--- src/rtl/sensor_conditioner.sv ---
// Sensor front-end: two-flop synchronizers plus per-bit debounce for the four raw lines.
// The cliff sensor (under) uses a shorter window; outputs stay at 0 until the pipeline has filled.
module sensor_conditioner #(
   parameter int DEBOUNCE_CYCLES = 4,
   parameter int UNDER_CYCLES    = 2,
   parameter int CNT_WIDTH       = 4
) (
   input  logic clock,
   input  logic reset,
   input  logic raw_head,
   input  logic raw_left,
   input  logic raw_under,
   input  logic raw_barrier,
   output logic head,
   output logic left,
   output logic under,
   output logic barrier,
   output logic valid,
   output logic changed
);

   typedef enum logic [0:0] {FILL = 1'b0, RUN = 1'b1} state_t;

   localparam logic [CNT_WIDTH-1:0] DEB_LIM   = CNT_WIDTH'(DEBOUNCE_CYCLES - 1);
   localparam logic [CNT_WIDTH-1:0] UND_LIM   = CNT_WIDTH'(UNDER_CYCLES - 1);
   localparam logic [CNT_WIDTH-1:0] FILL_LAST = CNT_WIDTH'(DEBOUNCE_CYCLES + 1);
   localparam logic [CNT_WIDTH-1:0] CNT_ONE   = CNT_WIDTH'(1);
   localparam logic [CNT_WIDTH-1:0] CNT_ZERO  = CNT_WIDTH'(0);

   // Bit order everywhere: {head, left, under, barrier}
   logic [3:0]           raw_s;
   logic [3:0]           s1_r;
   logic [3:0]           s2_r;
   logic [3:0]           out_r;
   logic [3:0]           out_next_s;
   logic [CNT_WIDTH-1:0] cnt_r      [4];
   logic [CNT_WIDTH-1:0] cnt_next_s [4];
   logic [CNT_WIDTH-1:0] fill_cnt_r;
   logic [CNT_WIDTH-1:0] fill_next_s;
   logic                 valid_r;
   logic                 valid_next_s;
   logic                 changed_r;
   logic                 changed_next_s;
   state_t               state_r;
   state_t               state_next_s;

   assign raw_s = {raw_head, raw_left, raw_under, raw_barrier};

   // Two-flop synchronizer chain for all four raw lines
   always_ff @(posedge clock or negedge reset) begin
      if (!reset) begin
         s1_r <= 4'b0000;
         s2_r <= 4'b0000;
      end else begin
         s1_r <= raw_s;
         s2_r <= s1_r;
      end
   end

   // State register
   always_ff @(posedge clock or negedge reset) begin
      if (!reset) begin
         state_r <= FILL;
      end else begin
         state_r <= state_next_s;
      end
   end

   // Next-state logic: RUN is only ever left through reset
   always_comb begin
      state_next_s = state_r;
      case (state_r)
         FILL: begin
            if (fill_cnt_r == FILL_LAST) begin
               state_next_s = RUN;
            end else begin
               state_next_s = FILL;
            end
         end
         RUN:     state_next_s = RUN;
         default: state_next_s = FILL;
      endcase
   end

   // Output/datapath next values: fill sequencing and per-bit debounce counters
   always_comb begin
      out_next_s   = out_r;
      fill_next_s  = fill_cnt_r;
      valid_next_s = valid_r;
      for (int i = 0; i < 4; i++) begin
         cnt_next_s[i] = cnt_r[i];
      end
      case (state_r)
         FILL: begin
            fill_next_s = fill_cnt_r + CNT_ONE;
            for (int i = 0; i < 4; i++) begin
               cnt_next_s[i] = CNT_ZERO;
            end
            if (fill_cnt_r == FILL_LAST) begin
               out_next_s   = s2_r;
               valid_next_s = 1'b1;
            end else begin
               out_next_s   = 4'b0000;
               valid_next_s = 1'b0;
            end
         end
         RUN: begin
            for (int i = 0; i < 4; i++) begin
               if (s2_r[i] == out_r[i]) begin
                  cnt_next_s[i] = CNT_ZERO;
               end else if (cnt_r[i] == ((i == 1) ? UND_LIM : DEB_LIM)) begin
                  out_next_s[i] = s2_r[i];
                  cnt_next_s[i] = CNT_ZERO;
               end else begin
                  cnt_next_s[i] = cnt_r[i] + CNT_ONE;
               end
            end
         end
         default: begin
            out_next_s   = 4'b0000;
            fill_next_s  = CNT_ZERO;
            valid_next_s = 1'b0;
            for (int i = 0; i < 4; i++) begin
               cnt_next_s[i] = CNT_ZERO;
            end
         end
      endcase
      changed_next_s = (state_r == RUN) && (out_next_s != out_r);
   end

   // Datapath registers; all outputs come straight from these flops
   always_ff @(posedge clock or negedge reset) begin
      if (!reset) begin
         out_r      <= 4'b0000;
         fill_cnt_r <= CNT_ZERO;
         valid_r    <= 1'b0;
         changed_r  <= 1'b0;
         for (int i = 0; i < 4; i++) begin
            cnt_r[i] <= CNT_ZERO;
         end
      end else begin
         out_r      <= out_next_s;
         fill_cnt_r <= fill_next_s;
         valid_r    <= valid_next_s;
         changed_r  <= changed_next_s;
         for (int i = 0; i < 4; i++) begin
            cnt_r[i] <= cnt_next_s[i];
         end
      end
   end

   assign head    = out_r[3];
   assign left    = out_r[2];
   assign under   = out_r[1];
   assign barrier = out_r[0];
   assign valid   = valid_r;
   assign changed = changed_r;

endmodule
--- config.mk ---
export PLATFORM = sky130hd
export DESIGN_NAME = sensor_conditioner
export DESIGN_NICKNAME = d
export VERILOG_FILES = /design/src/rtl/sensor_conditioner.sv
export SDC_FILE = /design/constraint.sdc
export NUM_CORES = 1
export LEC_CHECK = 0
export ABC_AREA = 1
export BUFFER_PORTS_ARGS = -buffer_cell sky130_fd_sc_hd__buf_2
export CORE_UTILIZATION = 48
export DETAILED_ROUTE_END_ITERATION = 10
export HOLD_SLACK_MARGIN = 0.1
export PLACE_DENSITY = 0.64
export SLEW_MARGIN = 15
export SYNTH_ARGS = -nofsm -noshare
export SYNTH_HDL_FRONTEND = slang
export SYNTH_SLANG_ARGS = --single-unit
export TNS_END_PERCENT = 100
--- constraint.sdc ---
create_clock -name clock -period 3.8 [get_ports clock]
set_input_delay 0.38 -clock clock [delete_from_list [all_inputs] [get_ports clock]]
set_output_delay 0.38 -clock clock [all_outputs]
set_load 0.02 [all_outputs]
==> flow_metrics.tcl, run 1 <==
set metrics [dict create \
    cap_violations 0 \
    numCtsBuffers 5 \
    vdd_drop_max_mv 0.327 \
    grt_max_degree 36 \
    area_growth_pct 9.08 \
    synth_cells 143 \
    hold_violations 0 \
    drv_slew 0 \
    grt_pass1_vias 934 \
    gr-usage-met2 0.256 \
    utilization 0.575 \
    finalNetCount 173 \
    yosys_most_used_dff "dfrtp_1" \
    hpwlAfterDp_mm 1.52 \
    yosysTopAreaCell "dfrtp_1" \
    io_buffers 11 \
    max_freq_mhz 673 \
    relSlewSlack 0.505 \
    dr_total_vias 946 \
    skew_ps 9.76 \
    antenna_found_initial 0 \
    cts_sinks 35 \
    antenna_left 0 \
    synth_seq_cells 35 \
    yosysUniqueCellTypes 22 \
    rsz0062_at_grt "false" \
    gp_congestion 0.691 \
    cts_setup_buffers 0 \
    grt_pass1_wl_mm 3.95 \
    dieArea_sq_um 3360 \
    finalWirelength_mm 2.12 \
    clkSlewWorstSetupHoldPaths_ps 100 \
    root_buffer "clkbuf_4" \
    endpoint_kind "flop" \
    synth_top_area_frac 0.583 \
    routed_via_density 4.93 \
    synth_edf_count 0 \
    cts_resized 0 \
    cp.required_ps 4020 \
    period_share 0.391 \
    met3_usage 0.0670 \
    crit_fanout 11 \
    grt_remaining_overflow 0 \
    drc 1 \
    drive_above_1_share 0.168 \
    avgSynthCellArea_sq_um 10.5 \
    hold_path.class "input port to async pin" \
    start_util 0.527 \
    worstPathArrival_ps 1710 \
    num_rows 19 \
    htreeDepth 2 \
    synth_fp_nets 156 \
    track_usage 0.161 \
    ys_async_sr_fraction 1.00 \
    hold_buffers 0 \
    ys_seq_area_frac 0.583 \
    fin_setup_tns_ps 0 \
    clk_latency_ps 330 \
    crit_type "flop to flop" \
    cts_buffer_depth 2 \
    drt_iter0_drc 44 \
    io-pin-count 12 \
    n_antenna_cell 0 \
    fin_crit_ps 1490 \
    dr.pass1.iters 7 \
    coreArea_sq_um 2850 \
    worst_pin_slew_ps 743 \
    yosys-top-cells-count "35 x dfrtp_1, 23 x nor2_1, 21 x nand2_1" \
    violations "design-rule violations" \
    leakage_uw 0.000821 \
    gr-usage-met1 0.191 \
    synth_area_leaders "dfrtp_1 58%, ha_1 5.8%, xor2_1 5.8%" \
    wire_per_inst_um 11.0 \
    setup_viol 0 \
    powerDensity_nw_per_um2 609 \
    start_kind "flop" \
    die_x_um 58.0 \
    synth.most_common_cell "dfrtp_1" \
    yosys_warnings 0 \
    synth_area_sq_um 1500 \
    fp.dieH_um 58.0 \
    cts_tree "done" \
    outcome "finished, violations left" \
    top_usage_layer "met2" \
]
==> per-layer routing <==
layer / wire length (um) / vias up
li1: - / 488
met4: 49 / 0
met2: 939 / 13
met3: 93 / 7
met1: 1030 / 438
met5: 0 / -
==> layout by cell type (no fill, tap or decap), types with 2 or more instances in the layout <==
cell	instances
nand4_1	3
nand2_1	21
nand2_2	3
nand3_1	11
inv_2	2
xor2_1	10
nor2_1	23
a21oi_1	2
clkbuf_1	2
clkbuf_4	5
xnor2_1	5
ha_1	7
dfrtp_1	35
buf_2	11
o21ai_0	3
inv_1	9
==> power by group <==
group / switching (uW) / total, uW / internal, uW
sequential: 64.1 / 512 / 448
clock: 114 / 186 / 72.1
combinational: 180 / 300 / 120
==> sequential cells by signal, indices dropped and copies added, names as in the netlist <==
register    flops
cnt_r          16
fill_cnt_r      4
s2_r            4
changed         1
state_r         1
out_r           4
valid           1
s1_r            4
==> area by class of cell <==
class                      instances  area, sq um
timing repair buffer              11         55.1
clock inverter                     1         5.00
clock buffer                       7         45.0
multi-input combinational         95          572
tap                               31         38.8
sequential                        35          876
fill                             263         1210
inverter                          12         47.5
==> per-stage QoR <==
stage	setup WS, ps	std cells	power (uW)	hold slack (ps)	cell area (sq um)
after floorplan	2510	143	742	84.4	1500
after global placement	2320	184	815	332	1590
after detailed placement	2320	184	825	335	1590
after CTS	2290	192	1010	113	1640
after global routing	2150	192	1080	124	1640
final	2310	192	998	105	1640
==> cells by family (layout without fill, tap and decap cells) <==
| logic type | after synthesis | in the layout | share of synthesized area |
|---|---|---|---|
| xor gates and xnor gates | 15 | 15 | 0.0874 |
| buffers and inverters | 13 | 31 | 0.0366 |
| AOI/OAI and AO/OA | 8 | 8 | 0.0325 |
| DFF | 35 | 35 | 0.583 |
| adders and majority gates | 7 | 7 | 0.0583 |
| and+or+nand+nor | 65 | 65 | 0.202 |
==> path summary, 6_finish.rpt <==
| kind | to | from | cells after the start | slack (ps) |
|---|---|---|---|---|
| max | changed$_DFF_PN0_ | state_r$_DFF_PN0_ | 9 | 2310 |
| min | state_r$_DFF_PN0_ | reset | 1 | 110 |
| max reg2reg | changed$_DFF_PN0_ | state_r$_DFF_PN0_ | 9 | 2310 |
| min reg2reg | s2_r[1]$_DFF_PN0_ | s1_r[1]$_DFF_PN0_ | 0 | 340 |
| max in group asynchronous | out_r[3]$_DFF_PN0_ | reset | 1 | 3220 |
| min in group clock | s1_r[0]$_DFF_PN0_ | raw_barrier | 1 | 150 |
==> critical path, cell delays in order (launching register included) <==
cell,delay [ps]
dfrtp_1,620
inv_4,140
a21oi_2,180
inv_1,70
nand2_1,70
nand2_1,50
nand2_1,60
nand2_1,50
nor2_1,90
nor2_1,40
Note: power is estimated with default switching activity, not from simulation.
==> run 2: changes to the inputs <==
==> constraint.sdc (replaced) <==
create_clock -name clock -period 1.54 [get_ports clock]
set_input_delay 0.154 -clock clock [delete_from_list [all_inputs] [get_ports clock]]
set_output_delay 0.154 -clock clock [all_outputs]
set_load 0.02 [all_outputs]
==> flow_metrics.tcl, run 2 (synthesis results as in run 1) <==
set metrics [dict create \
    outcome "finished, violations left" \
    violations "design-rule violations" \
    grt_remaining_overflow 0 \
    fp.dieH_um 58.0 \
    cts_sinks 35 \
    grt_max_degree 36 \
    switching_share 0.356 \
    num_rows 19 \
    cts_tree "done" \
    p_int_uw 1620 \
    vdd_drop_max_mv 0.801 \
    reg2regPathDepth 11 \
    endpoint_kind "flop" \
    crit_path_max_incr_delay_ps 420 \
    io_buffers 11 \
    finalNetCount 183 \
    hold_violations 0 \
    worst_pin_slew_ps 425 \
    rr_startpoint "fill_cnt_r[1]$_DFFE_PN0N_" \
    cp_top_family "simple AND/OR/NAND/NOR gates" \
    p_clk_frac 0.197 \
    critPathLaunch "fill_cnt_r[1]$_DFFE_PN0N_" \
    io-pin-count 12 \
    routed_via_density 5.00 \
    coreArea_sq_um 2850 \
    start_util 0.527 \
    drc 1 \
    start_kind "flop" \
    r2r_slack_ps 110 \
    dieArea_sq_um 3360 \
    multi_input_area_sq_um 576 \
    gp_congestion 0.685 \
    crit_fanout 7 \
    powerDensity_nw_per_um2 1450 \
    slowest_stage "dfrtp_1" \
    grt_pass1_vias 940 \
    layout_common_cells "35 x dfrtp_1, 23 x nor2_1, 21 x nand2_1" \
    critical_path.cell_chain "inv_1 -> ha_1 -> nand3_2 -> nand2_4 -> nand2_2 -> nand3_1 -> nand2_1 -> inv_2 -> nand2_1 -> nor2_1 -> nor2_1" \
    htreeDepth 2 \
    cp.required_ps 1780 \
    antenna_left 0 \
    r2r-end "changed$_DFF_PN0_" \
    drt_iter0_drc 13 \
    hpwlAfterDp_mm 1.62 \
    period_share 0.932 \
    antenna_found_initial 0 \
    fin_crit_ps 1430 \
    instances_no_fill 201 \
    hold_path.class "input port to async pin" \
    dr.pass1.iters 7 \
    numCtsBuffers 5 \
    finalWirelength_mm 2.40 \
    worstPathArrival_ps 1680 \
    skew_ps 16.3 \
    setup_viol 0 \
    pre_cts_ws_ps 139 \
    root_buffer "clkbuf_4" \
    drive_above_1_share 0.200 \
    grt_pass1_wl_mm 4.20 \
    n_antenna_cell 0 \
    leakage_uw 0.000869 \
    relSlewSlack 0.717 \
    clkSlewWorstSetupHoldPaths_ps 110 \
    seq_area_sq_um 876 \
    max_freq_mhz 697 \
    critPathBufInv 2 \
    crit_type "flop to flop" \
    fillers 258 \
    wire_per_inst_um 12.0 \
    area_growth_pct 15.6 \
    mostFrequentLayoutCell "dfrtp_1" \
    power_frac_seq 0.503 \
    die_x_um 58.0 \
    cts_buffer_depth 2 \
    track_usage 0.174 \
    dr_total_vias 1006 \
    postLayoutSetupSlackWorst_ps 105 \
    p_switching_uw 896 \
    drv_slew 0 \
    placed_cells 186 \
    largest_reg_flops 16 \
    clk_latency_ps 340 \
    cap_violations 0 \
    cp.depth 11 \
    largest_register "cnt_r" \
    share_comb_of_total_power 0.300 \
]
## run 2: cell type report
type | instances | share of cell area
timing repair buffer | 21 | 0.0821
sequential | 35 | 0.504
inverter | 12 | 0.0274
tap | 31 | 0.0223
clock inverter | 1 | 0.00288
multi-input combinational | 95 | 0.331
clock buffer | 6 | 0.0295
## run 2: worst register-to-register path: cells and delay by family, from the launching register on
| family | cells | cell delay [ps] |
|---|---|---|
| adders and majority gates | 1 | 150 |
| buffers and inverters | 2 | 120 |
| DFF | 1 | 420 |
| and+or+nand+nor | 8 | 650 |
## run 2: routing by layer
layer  global-route usage  vias up  share of wire
met1                0.216      476           0.47
met4               0.0816        0          0.021
li1                     -      510              -
met3               0.0670        5          0.041
met2                0.268       15           0.47
met5                    0        -              0
## run 2: how the worst max path moves through the flow
stage,endpoint
2_1_floorplan,changed$_DFF_PN0_
3_3_place_gp,changed$_DFF_PN0_
3_5_place_dp,changed$_DFF_PN0_
4_1_cts,changed$_DFF_PN0_
5_1_grt,changed$_DFF_PN0_
6_report,changed$_DFF_PN0_
## run 2: power groups by stage
| stage | Clock (uW) | Combinational [uW] | Sequential, uW |
|---|---|---|---|
| 3_5_place_dp | 0 | 752 | 1290 |
| 2_1_floorplan | 0 | 497 | 1330 |
| 3_3_place_gp | 0 | 734 | 1270 |
| 6_report | 497 | 755 | 1270 |
| 5_1_grt | 556 | 880 | 1290 |
| 4_1_cts | 516 | 766 | 1270 |
## run 2: what timing repair did
action,in CTS,in global routing
hold endpoints to repair,39,0
resized for setup,0,1
setup buffers,0,3
endpoints found under the setup margin,0,1
hold buffers,5,0
## run 2: metrics by stage
step / power (uW) / hold slack [ps] / instance area [sq um] / setup TNS (ps) / utilization
2_1_floorplan: 1830 / -142 / 1500 / 0 / -
3_3_place_gp: 2010 / 205 / 1600 / 0 / 0.562
3_5_place_dp: 2040 / 210 / 1600 / 0 / 0.562
4_1_cts: 2550 / 359 / 1710 / 0 / 0.600
5_1_grt: 2730 / 360 / 1740 / -9.78 / 0.609
6_report: 2520 / 357 / 1740 / 0 / 0.609
